`config.mk`:
```
export PLATFORM = sky130hd
export DESIGN_NAME = lvds_frame_gen
export DESIGN_NICKNAME = d
export VERILOG_FILES = /design/src/rtl/lvds_frame_gen.sv
export SDC_FILE = /design/constraint.sdc
export NUM_CORES = 1
export LEC_CHECK = 0
export ABC_AREA = 1
export CAP_MARGIN = 20
export CORE_MARGIN = 2
export CORE_UTILIZATION = 35
export DETAILED_ROUTE_END_ITERATION = 12
export PLACE_DENSITY = 0.56
export REMOVE_ABC_BUFFERS = 1
export SYNTH_ARGS = -nofsm -noshare
export SYNTH_HDL_FRONTEND = slang
export SYNTH_SLANG_ARGS = --single-unit
```
`constraint.sdc`:
```
create_clock -name sys_clk -period 2.85 [get_ports sys_clk]
set_input_delay 0.57 -clock sys_clk [delete_from_list [all_inputs] [get_ports sys_clk]]
set_output_delay 0.57 -clock sys_clk [all_outputs]
set_load 0.01 [all_outputs]
```
`src/rtl/lvds_frame_gen.sv`:
```
// Multi-lane framed test-pattern source feeding per-lane 8b/10b encoders ahead of the LVDS serialisers.
// Build option FRAME_CRC_EN appends a per-lane CRC-8 byte after the payload.
module lvds_frame_gen #(
    parameter int         LANES       = 1,
    parameter int         PAYLOAD_LEN = 125,
    parameter int         GAP_LEN     = 573,
    parameter logic [7:0] HDR0        = 8'hEE,
    parameter logic [7:0] HDR1        = 8'h33,
    parameter logic [7:0] IDLE_K      = 8'hBC,
    parameter logic [7:0] PAY_SEED    = 8'h34
) (
    input  logic                 sys_clk,
    input  logic                 rst_n,
    input  logic                 en,
    input  logic [1:0]           mode,
    output logic [8*LANES-1:0]   data_out,
    output logic [LANES-1:0]     k_out,
    output logic                 sof,
    output logic                 eof,
    output logic                 pay_valid,
    output logic                 busy,
    output logic [15:0]          frame_cnt
);

    localparam int CNT_MAX = (PAYLOAD_LEN > GAP_LEN) ? PAYLOAD_LEN : GAP_LEN;
    localparam int CNT_W   = $clog2(CNT_MAX + 1);
    localparam logic [CNT_W-1:0] LAST_PAY = CNT_W'(PAYLOAD_LEN - 1);
    localparam logic [CNT_W-1:0] LAST_GAP = CNT_W'(GAP_LEN - 1);

    typedef enum logic [2:0] {
        S_IDLE,
        S_HDR0,
        S_HDR1,
        S_PAY,
`ifdef FRAME_CRC_EN
        S_CRC,
`endif
        S_GAP
    } state_t;

    state_t             state_q, state_d;
    logic [CNT_W-1:0]   cnt_q, cnt_d;
    logic [8*LANES-1:0] data_q, data_d;
    logic [LANES-1:0]   k_q, k_d;
    logic               sof_q, sof_d, eof_q, eof_d, pv_q, pv_d, busy_q, busy_d;
    logic [15:0]        fcnt_q, fcnt_d;
    logic [1:0]         mode_q, mode_d;
    logic [6:0]         lfsr_q [LANES];
    logic [6:0]         lfsr_d [LANES];
    logic [14:0]        prbs_v;
    logic [7:0]         pb_v;
`ifdef FRAME_CRC_EN
    logic [7:0]         crc_q [LANES];
    logic [7:0]         crc_d [LANES];
`endif

    function automatic logic [7:0] crc8_upd(input logic [7:0] crc, input logic [7:0] din);
        logic [7:0] c;
        c = crc ^ din;
        for (int b = 0; b < 8; b++) begin
            c = c[7] ? ({c[6:0], 1'b0} ^ 8'h07) : {c[6:0], 1'b0};
        end
        return c;
    endfunction

    // Eight PRBS7 (x^7+x^6+1) steps; returns {next_state, byte}, first bit in the MSB.
    function automatic logic [14:0] prbs7_step8(input logic [6:0] s_in);
        logic [6:0] s;
        logic [7:0] b;
        logic       fb;
        s = s_in;
        b = '0;
        for (int k = 0; k < 8; k++) begin
            fb = s[6] ^ s[5];
            s  = {s[5:0], fb};
            b  = {b[6:0], fb};
        end
        return {s, b};
    endfunction

    function automatic logic [7:0] pay_byte(input logic [1:0] m, input logic [7:0] lane,
                                            input logic [CNT_W-1:0] n, input logic [7:0] prbs);
        logic [7:0] s;
        s = 8'(n) + lane;
        case (m)
            2'd0:    return PAY_SEED + s;
            2'd1:    return prbs;
            2'd2:    return 8'h55;
            default: return 8'h01 << s[2:0];
        endcase
    endfunction

    always_comb begin
        state_d = state_q;
        cnt_d   = cnt_q;
        case (state_q)
            S_IDLE: if (en) state_d = S_HDR0;
            S_HDR0: state_d = S_HDR1;
            S_HDR1: begin
                state_d = S_PAY;
                cnt_d   = '0;
            end
            S_PAY: begin
                if (cnt_q == LAST_PAY) begin
`ifdef FRAME_CRC_EN
                    state_d = S_CRC;
`else
                    state_d = S_GAP;
`endif
                    cnt_d   = '0;
                end else begin
                    cnt_d = cnt_q + CNT_W'(1);
                end
            end
`ifdef FRAME_CRC_EN
            S_CRC: begin
                state_d = S_GAP;
                cnt_d   = '0;
            end
`endif
            S_GAP: begin
                if (cnt_q == LAST_GAP) begin
                    state_d = en ? S_HDR0 : S_IDLE;
                    cnt_d   = '0;
                end else begin
                    cnt_d = cnt_q + CNT_W'(1);
                end
            end
            default: state_d = S_IDLE;
        endcase
    end

    // Outputs are computed for the state being entered so they register alongside it.
    always_comb begin
        mode_d = mode_q;
        lfsr_d = lfsr_q;
        prbs_v = '0;
        pb_v   = '0;
        data_d = {LANES{IDLE_K}};
        k_d    = '1;
        sof_d  = 1'b0;
        eof_d  = 1'b0;
        pv_d   = 1'b0;
        busy_d = 1'b0;
        fcnt_d = fcnt_q;
`ifdef FRAME_CRC_EN
        crc_d  = crc_q;
`endif
        case (state_d)
            S_HDR0: begin
                data_d = {LANES{HDR0}};
                k_d    = '0;
                sof_d  = 1'b1;
                busy_d = 1'b1;
                mode_d = mode;
                for (int i = 0; i < LANES; i++) begin
                    lfsr_d[i] = 7'(i + 1);
`ifdef FRAME_CRC_EN
                    crc_d[i] = crc8_upd(8'h00, HDR0);
`endif
                end
            end
            S_HDR1: begin
                data_d = {LANES{HDR1}};
                k_d    = '0;
                busy_d = 1'b1;
`ifdef FRAME_CRC_EN
                for (int i = 0; i < LANES; i++) crc_d[i] = crc8_upd(crc_q[i], HDR1);
`endif
            end
            S_PAY: begin
                k_d    = '0;
                pv_d   = 1'b1;
                busy_d = 1'b1;
                for (int i = 0; i < LANES; i++) begin
                    prbs_v    = prbs7_step8(lfsr_q[i]);
                    lfsr_d[i] = prbs_v[14:8];
                    pb_v      = pay_byte(mode_q, 8'(i), cnt_d, prbs_v[7:0]);
                    data_d[8*i +: 8] = pb_v;
`ifdef FRAME_CRC_EN
                    crc_d[i] = crc8_upd(crc_q[i], pb_v);
`endif
                end
`ifndef FRAME_CRC_EN
                if (cnt_d == LAST_PAY) begin
                    eof_d  = 1'b1;
                    fcnt_d = fcnt_q + 16'd1;
                end
`endif
            end
`ifdef FRAME_CRC_EN
            S_CRC: begin
                for (int i = 0; i < LANES; i++) data_d[8*i +: 8] = crc_q[i];
                k_d    = '0;
                busy_d = 1'b1;
                eof_d  = 1'b1;
                fcnt_d = fcnt_q + 16'd1;
            end
`endif
            default: ;
        endcase
    end

    always_ff @(posedge sys_clk or negedge rst_n) begin
        if (!rst_n) begin
            state_q <= S_IDLE;
            cnt_q   <= '0;
            data_q  <= {LANES{IDLE_K}};
            k_q     <= '1;
            sof_q   <= 1'b0;
            eof_q   <= 1'b0;
            pv_q    <= 1'b0;
            busy_q  <= 1'b0;
            fcnt_q  <= '0;
        end else begin
            state_q <= state_d;
            cnt_q   <= cnt_d;
            data_q  <= data_d;
            k_q     <= k_d;
            sof_q   <= sof_d;
            eof_q   <= eof_d;
            pv_q    <= pv_d;
            busy_q  <= busy_d;
            fcnt_q  <= fcnt_d;
        end
    end

    // Pattern state is reloaded at every HDR0, so it needs no reset.
    always_ff @(posedge sys_clk) begin
        mode_q <= mode_d;
        lfsr_q <= lfsr_d;
`ifdef FRAME_CRC_EN
        crc_q  <= crc_d;
`endif
    end

    assign data_out  = data_q;
    assign k_out     = k_q;
    assign sof       = sof_q;
    assign eof       = eof_q;
    assign pay_valid = pv_q;
    assign busy      = busy_q;
    assign frame_cnt = fcnt_q;

endmodule

```
==> key figures, run 1 <==
Global routing
  – Initial antenna violation count: 0
  – Largest net degree at the start of global routing: 43
  – GRT Total Usage: 0.171
  – First-pass GRT wire length: 11900 um
  – Vias in the first global route: between 2000 and 2500
  – GRT overflow: 0

Clock network
  – Post-CTS setup buffers: 0
  – Clk_lat worst skew: approximately 300 ps
  – Clock root buffer: clkbuf_8
  – H-tree levels: 2
  – CTS clk-pin slew, worst paths: 90 ps
  – CTS tree: yes
  – Cts bufs inserted: 5
  – Post-cts hold buffer count: 0
  – CTS max path bufs: 2
  – Gates resized, CTS repair: 0
  – Clk sink count: 51

Detailed routing
  – DRC errors left: 0
  – Drt first pass iters: 4
  – Final Routed Wirelength: 7210 um
  – Vias per inst: 5.05
  – Routed Antenna Nets: 0
  – Routed via count: approximately 2500
  – Initial drt markers: 134
  – Drt wl/cell: 14.3 um

Final layout
  – Area delta synth->final: 19.7%
  – Nets: 406
  – N_diodes: 0
  – Layout cells sized above 1: 0.121

Yosys
  – Gate Count Post-Synth: 355
  – Mapped Area: approximately 3000 sq um
  – Ys Warns: 0
  – Cell variety after synth: 38
  – Synthesized area per cell: 8.34 sq um
  – Post-synthesis sequential area ratio: 0.449
  – #FFs+latches synth: 51

Power and ir drop
  – Cell internal pwr: 943 uW
  – Flop pwr share: 0.621
  – Leakage: between 1.5 and 2 nW
  – Share of total power in combinational logic: 0.016
  – Switching Power: 248 uW
  – Switching portion of total power: 0.208
  – Final Power: 1.19 mW
  – Maximum VDD drop: 0.000180 V
  – PD cells: 336 nW/um^2
  – Clock network power share: 0.363

STA
  – Min Tclk post-route: 2570 ps
  – Max-slew violation count: 0
  – F_max: 389 MHz
  – Worst slew margin: 0.621
  – Final Setup Violations: 0
  – Worst clock skew: 7.97 ps
  – Sum Neg Setup Slack: 0 ps
  – Final hold violations: 0
  – Tcrit/Tclk final: 0.903
  – RSZ-0062 raised after global routing: no
  – Slew @ Worst Pin: between 500 and 600 ps

Floorplan
  – Die area: between 9000 and 10000 sq um
  – I/O pins: 34
  – Die H: 96.0 um
  – Rows: 33
  – Starting Density: 0.360
  – Core Box Area: 8220 sq um
  – Die X: 96.0 um

Worst setup path
  – Critical path peak fanout: 17
  – Setup crit start kind: flip-flop
  – CP max stage cell: dfrtp_1
  – Crit path cell chain: inv_1, ha_1, inv_1, nor2_4, nand3_2, nand2_2, nand2_2, a21oi_4, inv_4, nor2_8, nand2_4, nor2_8, nand3_4, nand2_1, nand2_1
  – CP arrival: 2770 ps
  – CP peak stage delay: 440 ps
  – Crit path required time: 3050 ps
  – Critical path class: flip-flop to flip-flop
  – Critical path capture point type: flip-flop

Placed design
  – I/O Buffers: 33
  – HPWL after DPL: around 5400 um
  – Gp weighted congestion: 0.898

Run status
  – Run status: finished, final reports clean

Hold path
  – Hold WC Path Type: input port to async pin

Flow run
  – Number of max-cap violations: 0
-- metal layers --
| metal | GRT usage | routed length [um] | vias to the layer above |
|---|---|---|---|
| li1 | - | - | 1265 |
| met5 | 0 | 0 | - |
| met1 | 0.249 | 3570 | 1214 |
| met3 | 0.0298 | 278 | 7 |
| met4 | 0.0536 | 98 | 0 |
| met2 | 0.258 | 3260 | 54 |
-- flip-flops by register name, summed over array words and instances (netlist names), 2 cells and up --
register   count
frame_cnt     16
cnt_q         10
data_out       8
lfsr_q         7
state_q        3
mode_q         2
-- kinds of logic (layout without fill, tap and decap cells) --
group,count (synthesis),count (layout),share of synthesized area
AOI/OAI and AO/OA,32,32,0.0664
DFF,51,51,0.449
and+or+nand+nor,199,199,0.333
buffers and inverters,45,88,0.0634
adders and majority gates,4,4,0.0169
xor gates and xnor gates,24,24,0.0710
-- layout make-up --
cell class / instances / area [sq um]
clock buffer: 7 / 86.3
clock inverter: 1 / 5.00
fill: 834 / 4680
inverter: 39 / 149
multi-input combinational: 259 / 1440
sequential: 51 / 1330
tap: 105 / 131
timing repair buffer: 41 / 398
-- critical path: cells and delay by family, from the launching register on --
family,cells,cell delay (ps)
AND/OR/NAND/NOR,10,1350
flip-flops,1,440
AO/OA/AOI/OAI,1,230
adder cells (fa/ha/maj),1,160
buffers and inverters,3,280
-- worst paths after layout --
kind / from / end / slack [ps] / cells after the start
max: cnt_q[0] / frame_cnt[12] / 280 / 15
min: rst_n / sof / 150 / 1
max reg2reg: cnt_q[0] / frame_cnt[12] / 280 / 15
min reg2reg: frame_cnt[1] / frame_cnt[1] / 550 / 2
max in group asynchronous: rst_n / data_out[4] / 2160 / 2
min in group sys_clk: frame_cnt[1] / frame_cnt[1] / 550 / 2
-- placed cells by master (no fill, tap or decap), types with 4 or more instances in the layout --
| cell type | n |
|---|---|
| clkbuf_8 | 6 |
| ha_1 | 4 |
| buf_4 | 7 |
| nand3_1 | 29 |
| a21oi_1 | 9 |
| edfxtp_1 | 9 |
| dfstp_2 | 6 |
| dfrtp_1 | 36 |
| nor2_1 | 30 |
| nor3_1 | 7 |
| xnor2_1 | 13 |
| o21ai_0 | 12 |
| nand4_1 | 24 |
| nand2_1 | 87 |
| nand2_2 | 6 |
| clkdlybuf4s50_1 | 32 |
| xor2_1 | 11 |
| inv_1 | 35 |
-- power groups by stage --
stage / Clock, mW / Combinational [mW] / Sequential, mW
2_1_floorplan: 0 / 0.00000103 / 0.754
3_3_place_gp: 0 / 0.0178 / 0.754
3_5_place_dp: 0 / 0.0180 / 0.754
4_1_cts: 0.460 / 0.0181 / 0.740
5_1_grt: 0.487 / 0.0226 / 0.740
6_report: 0.432 / 0.0194 / 0.739
-- per-stage QoR --
step	hold slack (ps)	worst slack [ps]	util	cell area [sq um]	instances
6_report	145	276	0.431	3540	503
5_1_grt	136	66.3	0.431	3540	503
4_1_cts	458	304	0.429	3520	502
3_5_place_dp	526	320	0.417	3430	494
3_3_place_gp	523	406	0.417	3430	494
2_1_floorplan	274	642	-	2920	349
-- synth_stat cells, drive strengths merged --
master | n | share of area
o21ai | 14 | 0.025
dfstp | 6 | 0.053
nor4 | 1 | 0.0021
nand4 | 24 | 0.051
inv | 38 | 0.049
a21o | 1 | 0.0025
a21oi | 10 | 0.021
o211ai | 1 | 0.0025
o31ai | 2 | 0.0051
ha | 4 | 0.017
o221ai | 2 | 0.0059
edfxtp | 9 | 0.091
nand3 | 33 | 0.065
xnor2 | 13 | 0.038
nor3 | 8 | 0.015
a22oi | 1 | 0.0025
xor2 | 11 | 0.033
dfrtp | 36 | 0.30
nand2 | 95 | 0.13
clkinv | 1 | 0.0013
a31oi | 1 | 0.0021
buf | 6 | 0.013
nor2 | 38 | 0.069
Note: power is estimated with default switching activity, not from simulation.
==> inputs of run 2 (changes only) <==
SKIP_LAST_GASP = 1   (was unset)
==> results of run 2 <==
The final DEF is identical to that of run 1; final timing and power are the same.
